===== src/rtl/adder_pkg.sv =====
// Shared constants and vector types for the registered ripple-carry adder.
// Optional macro OVERFLOW_FLAG_EN is consumed by the top level only.
package adder_pkg;

  localparam int ADDER_WIDTH = 4;

  typedef logic [ADDER_WIDTH-1:0] operand_t;
  typedef logic [ADDER_WIDTH:0]   result_t;

endpackage : adder_pkg


===== src/rtl/full_adder_1bit.sv =====
// Single-bit full-adder cell in dataflow style; one link of the ripple chain.
module full_adder_1bit (
  input  logic a,
  input  logic b,
  input  logic cin,
  output logic s,
  output logic cout
);

  logic prop_s;

  assign prop_s = a ^ b;
  assign s      = prop_s ^ cin;
  assign cout   = (a & b) | (cin & prop_s);

endmodule : full_adder_1bit


===== src/rtl/ripple_adder_4bit.sv =====
// Registered ripple-carry adder: {carry_out, sum} = a + b + carry_in, one-cycle latency.
// Define OVERFLOW_FLAG_EN to add a registered two's-complement overflow output.
module ripple_adder_4bit #(
  parameter int WIDTH = adder_pkg::ADDER_WIDTH
) (
  input  logic             clk,
  input  logic             rst,
  input  logic             in_valid,
  input  logic [WIDTH-1:0] a,
  input  logic [WIDTH-1:0] b,
  input  logic             carry_in,
  output logic             out_valid,
  output logic [WIDTH-1:0] sum,
`ifdef OVERFLOW_FLAG_EN
  output logic             overflow,
`endif
  output logic             carry_out
);

  import adder_pkg::*;

  logic [WIDTH:0]   c_s;
  logic [WIDTH-1:0] s_s;
  logic [WIDTH-1:0] sum_r;
  logic             carry_r;
  logic             valid_r;

  assign c_s[0] = carry_in;

  for (genvar i = 0; i < WIDTH; i++) begin : g_chain
    full_adder_1bit u_fa (
      .a    (a[i]),
      .b    (b[i]),
      .cin  (c_s[i]),
      .s    (s_s[i]),
      .cout (c_s[i+1])
    );
  end

  // Result registers load only on in_valid, so unsampled inputs never reach outputs.
  always_ff @(posedge clk or posedge rst) begin
    if (rst) begin
      sum_r   <= {WIDTH{1'b0}};
      carry_r <= 1'b0;
    end else if (in_valid) begin
      sum_r   <= s_s;
      carry_r <= c_s[WIDTH];
    end else begin
      sum_r   <= sum_r;
      carry_r <= carry_r;
    end
  end

  // Valid flag marks the cycle a fresh result appears.
  always_ff @(posedge clk or posedge rst) begin
    if (rst) begin
      valid_r <= 1'b0;
    end else if (in_valid) begin
      valid_r <= 1'b1;
    end else begin
      valid_r <= 1'b0;
    end
  end

`ifdef OVERFLOW_FLAG_EN
  logic ovf_r;

  // Signed overflow: carries into and out of the MSB disagree.
  always_ff @(posedge clk or posedge rst) begin
    if (rst) begin
      ovf_r <= 1'b0;
    end else if (in_valid) begin
      ovf_r <= c_s[WIDTH] ^ c_s[WIDTH-1];
    end else begin
      ovf_r <= ovf_r;
    end
  end

  assign overflow = ovf_r;
`endif

  assign sum       = sum_r;
  assign carry_out = carry_r;
  assign out_valid = valid_r;

endmodule : ripple_adder_4bit


===== config.mk =====
export PLATFORM = sky130hd
export DESIGN_NAME = ripple_adder_4bit
export DESIGN_NICKNAME = d
export VERILOG_FILES = /design/src/rtl/adder_pkg.sv /design/src/rtl/full_adder_1bit.sv /design/src/rtl/ripple_adder_4bit.sv
export SDC_FILE = /design/constraint.sdc
export NUM_CORES = 1
export LEC_CHECK = 0
export CORE_AREA = 2 2 39 41
export CTS_BUF_LIST = sky130_fd_sc_hd__clkbuf_4
export DETAILED_ROUTE_END_ITERATION = 16
export DIE_AREA = 0 0 41 43
export PLACE_DENSITY = 0.62
export SLEW_MARGIN = 20
export SYNTH_ARGS = -nofsm -noshare
export SYNTH_HDL_FRONTEND = slang
export SYNTH_SLANG_ARGS = --single-unit

===== constraint.sdc =====
create_clock -name clk -period 2.02 [get_ports clk]
set_input_delay 0.606 -clock clk [delete_from_list [all_inputs] [get_ports clk]]
set_output_delay 0.606 -clock clk [all_outputs]
set_load 0.005 [all_outputs]

# Word level (Yosys, flattened, before mapping)
# Cells that the tools add are included.
# word_totals
regBits	6
# classes
n_mux	1
n_bitwise	20
# ops
op	n
$and 1x1->1	8
$xor 1x1->1	8
$or 1x1->1	4
$mux 1	1

# Longest topological paths before layout
# Gate-level depths: netlist (run 1).
# logic_depth
word_depth	9
mapped_depth	8
ltp_nobuf	8

# By module
# A second synthesis (run 1) with hierarchy kept.
# hier_totals
hier_cells	16
area_unflattened_um2	290.3
# modules_own_cells
mod	cells_per_inst	area_per_inst_um2	n_inst
ripple_adder_4bit	12	210.2	1
full_adder_1bit	1	20.0	4

# Least setup slack after synthesis (run 1)
# No wires, ideal clock.
# synth_path
path_kind	input to register
startpoint	in a[0]
endpoint	reg sum_r[3], in the netlist sum[3]
path_stages	8
slack_ps	-237
t_arrival_ps	2180
setup_time_ps	77
path_buffers	0
path_cell_list	inv_1 fa_1 inv_1 fa_1 fa_1 inv_1 fa_1 a21oi_1
# synth_between
elab_chain_cells	8
word_cells_on_any_way	9
# synth_rtl
item	line_no	rtl
start: declaration	ripple_adder_4bit.sv:9	input logic [WIDTH-1:0] a,
$xor 1x1->1	full_adder_1bit.sv:12	assign prop_s = a ^ b;
$and 1x1->1	full_adder_1bit.sv:14	assign cout = (a & b) | (cin & prop_s);
$or 1x1->1 (*)	full_adder_1bit.sv:14	
$and 1x1->1 (*)	full_adder_1bit.sv:14	
$or 1x1->1 (*)	full_adder_1bit.sv:14	
$and 1x1->1 (*)	full_adder_1bit.sv:14	
$or 1x1->1 (*)	full_adder_1bit.sv:14	
$xor 1x1->1 (*)	full_adder_1bit.sv:13	assign s = prop_s ^ cin;
end signal: assignment	ripple_adder_4bit.sv:43	sum_r <= {WIDTH{1'b0}};
end signal: assignment	ripple_adder_4bit.sv:46	sum_r <= s_s;
end signal: assignment	ripple_adder_4bit.sv:49	sum_r <= sum_r;
end: declaration	ripple_adder_4bit.sv:24	logic [WIDTH-1:0] sum_r;
# Mark *: on every way between the ends. The rest lies on a longest branch, timed or not.
# A chain may end at the register's enable or synchronous reset.

# Final worst setup path (run 1)
# Ends and elaborated chain as after synthesis.

==> results.sh, run 1 <==
export IMPL_diodes=0
export IMPL_synth_distinct_cells=8
export IMPL_grt_max_degree=7
export IMPL_use_met2_pct=12.50
export IMPL_clk_latency_ps=230
export IMPL_period_minus_slack_ps=2060
export IMPL_ir_worst_vdd_uv=235.4
export IMPL_critPathLaunchType="primary input"
export IMPL_drive_gt1_share_pct=38.30
export IMPL_fin_tns_setup_ps=-39.75
export IMPL_maxCapViolCount=0
export IMPL_via_per_inst=3.857
export IMPL_switching_share_pct=22.84
export IMPL_num_rows=14
export IMPL_ys_seq_elements=6
export IMPL_ctsHtreeMaxLevel=1
export IMPL_synth_yosys_seq_area_share_pct=45.11
export IMPL_syn_to_final_growth_pct=68.05
export IMPL_path_max_fanout=1
export IMPL_critPathMaxStageDelay_ps=410
export IMPL_dieArea_um2=1763
export IMPL_slew_violations=0
export IMPL_p_comb_share_pct=31.9
export IMPL_cpMostUsedCell="fa_2"
export IMPL_cts_buffers=3
export IMPL_cts_sink_count=6
export IMPL_min_path_cells=1
export IMPL_cts_setup_buffers=0
export IMPL_gr_total_overflow=0
export IMPL_syn_avg_cell_area_um2=12.33
export IMPL_synth_nets=43
export IMPL_drt_iter0_markers=0
export IMPL_drc=0
export IMPL_busiest_layer="met2"
export IMPL_port_buffers=17
export IMPL_multi_input_area_um2=148.9
export IMPL_period_share_pct=102.0
export IMPL_arrival_ps=2230
export IMPL_leakage_uw=0.0002625
export IMPL_hold_path_class="flip-flop to flip-flop"
export IMPL_initial_utilization_pct=24.05
export IMPL_worst_setup_path_type="primary input to flip-flop"
export IMPL_first_global_vias=274
export IMPL_die_h_um=43
export IMPL_boundaryPins=18
export IMPL_antenna_found_initial=0
export IMPL_syn_area_um2=332.8
export IMPL_r2r_cells=1
export IMPL_die_x_um=41
export IMPL_fill_cells=146
export IMPL_max_slew_margin_rel_pct=81.55
export IMPL_vias=243
export IMPL_power_density_nw_per_um2=668.1
export IMPL_use_met1_pct=11.07
export IMPL_drt_wl_total_um=568
export IMPL_cp_data_required_time_ps=2190
export IMPL_clock_root_buffer="clkbuf_4"
export IMPL_track_usage_pct=8.647
export IMPL_ant_nets=0
export IMPL_firstDrtPassIters=1
export IMPL_dpl_worst_slack_ps=-639.1
export IMPL_power_frac_seq_pct=40.6
export IMPL_grt_pass1_wl_mm=1.035
export IMPL_layout_commonest_cell="clkdlybuf4s50_1"
export IMPL_failed_checks="setup timing"
export IMPL_worst_pin_slew_ps=275.9
export IMPL_ys_warnings_count=0
export IMPL_finClkSkew_ps=0
export IMPL_dp_hpwl_um=482.5
export IMPL_cts_tree="built"
export IMPL_gr_usage_met3_pct=3.141
export IMPL_gp_congestion=0.6445
export IMPL_register_area_um2=150.1
export IMPL_path_cells="buf_6, inv_4, fa_2, inv_2, fa_2, fa_2, inv_2, fa_1, a21oi_2"
export IMPL_max_clock_freq_mhz=485.5
export IMPL_hold_viol_final=0
export IMPL_core_um2=1384
export IMPL_crit_slowest_cell="fa_1"
export IMPL_synthCells=27
export IMPL_final_setup_viol_count=1
export IMPL_rsz0062_at_grt="true"
export IMPL_clockPowerShare_pct=27.5
export IMPL_worstSetupEndpointType="flip-flop"
export IMPL_cts_buffer_depth=2
export IMPL_intPower_uw=288.3
export IMPL_cts_clk_slew_worst_paths_ps=40
export IMPL_p_switching_uw=85.36
export IMPL_fin_nets=65
export IMPL_holdBufCountCts=0
export IMPL_mostFrequentLayoutCells="clkdlybuf4s50_1, dfrtp_1, inv_1"
export IMPL_outcome="finished with violations"
export IMPL_avgRoutedWirePerCell_um=9.016
export IMPL_setup_slack_ps=-39.75
## per-stage QoR
step / total power, µW / hold slack, ps / area, µm² / instances / util, %
final: 373.7 / 516.8 / 559.3 / 63 / 40.42
after global routing: 410.2 / 542.6 / 559.3 / 63 / 40.42
after CTS: 378.1 / 516.7 / 546.8 / 63 / 39.51
after detailed placement: 269.8 / 504.2 / 524.3 / 60 / 37.88
after global placement: 266.4 / 499.5 / 524.3 / 60 / 37.88
after floorplan: 197.4 / 397.0 / 337.8 / 27 / -
## sequential cells by signal (all words and copies together) (netlist names)
signal     cells
sum            4
carry_out      1
out_valid      1
## cell type report
type / instances / share of cell area [%]
timing repair buffer: 18 / 31.99
sequential: 6 / 26.85
multi-input combinational: 11 / 26.62
inverter: 9 / 6.935
clock buffer: 3 / 4.027
tap: 16 / 3.579
## synthesized netlist by cell type
master / count / area, µm²
inv_1: 9 / 33.78
a21oi_1: 2 / 10.01
nor2_1: 2 / 7.510
buf_6: 1 / 11.26
mux2_4: 2 / 30.03
mux2i_1: 1 / 10.01
fa_1: 4 / 80.08
dfrtp_1: 6 / 150.1
## path summary, 6_finish.rpt
kind	startpoint	end	slack, ps
worst max-delay path	a[0]	sum[3]	-40
min in group asynchronous	rst	sum[3]	600
worst min-delay path	sum[2]	sum[2]	520
worst min register to register	sum[2]	sum[2]	520
max in group asynchronous	rst	sum[0]	1240
worst max register to register	sum[1]	sum[1]	1270
## power groups by stage
stage,Combinational (µW),Clock [µW],Sequential (µW)
after detailed placement,117,0,153
final,119,103,152
after global placement,114,0,153
after CTS,119,108,152
after floorplan,43.4,0,154
after global routing,134,122,154
## cell families (layout without fill, tap and decap cells)
family / count (synthesis) / in the layout / synth area share [%]
mux: 3 / 3 / 12.03
flops: 6 / 6 / 45.11
buf+inv: 10 / 30 / 13.53
simple gates: 2 / 2 / 2.256
fa+ha+maj: 4 / 4 / 24.06
compound gates: 2 / 2 / 3.008
## layer usage
layer	part of all wire (%)	wire length [µm]
met5	0	0
met2	53	303
met4	0	0
met1	36	204
met3	11	60
## critical path, delay by kind of cell
| kind | cells | cell delay, ps |
|---|---|---|
| adder cells (fa/ha/maj) | 4 | 1270 |
| buffers and inverters | 4 | 230 |
| AO/OA/AOI/OAI | 1 | 120 |
## repair_timing
item	in CTS	in global routing
pin swaps	5	5
endpoints found under the hold margin	0	0
gates resized for setup	22	3
setup endpoints to repair	4	1
Note: power is estimated with default switching activity, not from simulation.
==> inputs of run 2 (changes only) <==
--- a/config.mk
+++ b/config.mk
@@ -5,6 +5,7 @@
 export SDC_FILE = /design/constraint.sdc
 export NUM_CORES = 1
 export LEC_CHECK = 0
+export CAP_MARGIN = 20
 export CORE_AREA = 2 2 39 41
 export CTS_BUF_LIST = sky130_fd_sc_hd__clkbuf_4
 export DETAILED_ROUTE_END_ITERATION = 16
@@ -14,3 +15,4 @@
 export SYNTH_ARGS = -nofsm -noshare
 export SYNTH_HDL_FRONTEND = slang
 export SYNTH_SLANG_ARGS = --single-unit
+export TNS_END_PERCENT = 100
==> results of run 2 <==
Same layout as run 1: the final DEF is identical, and so are final timing and power.
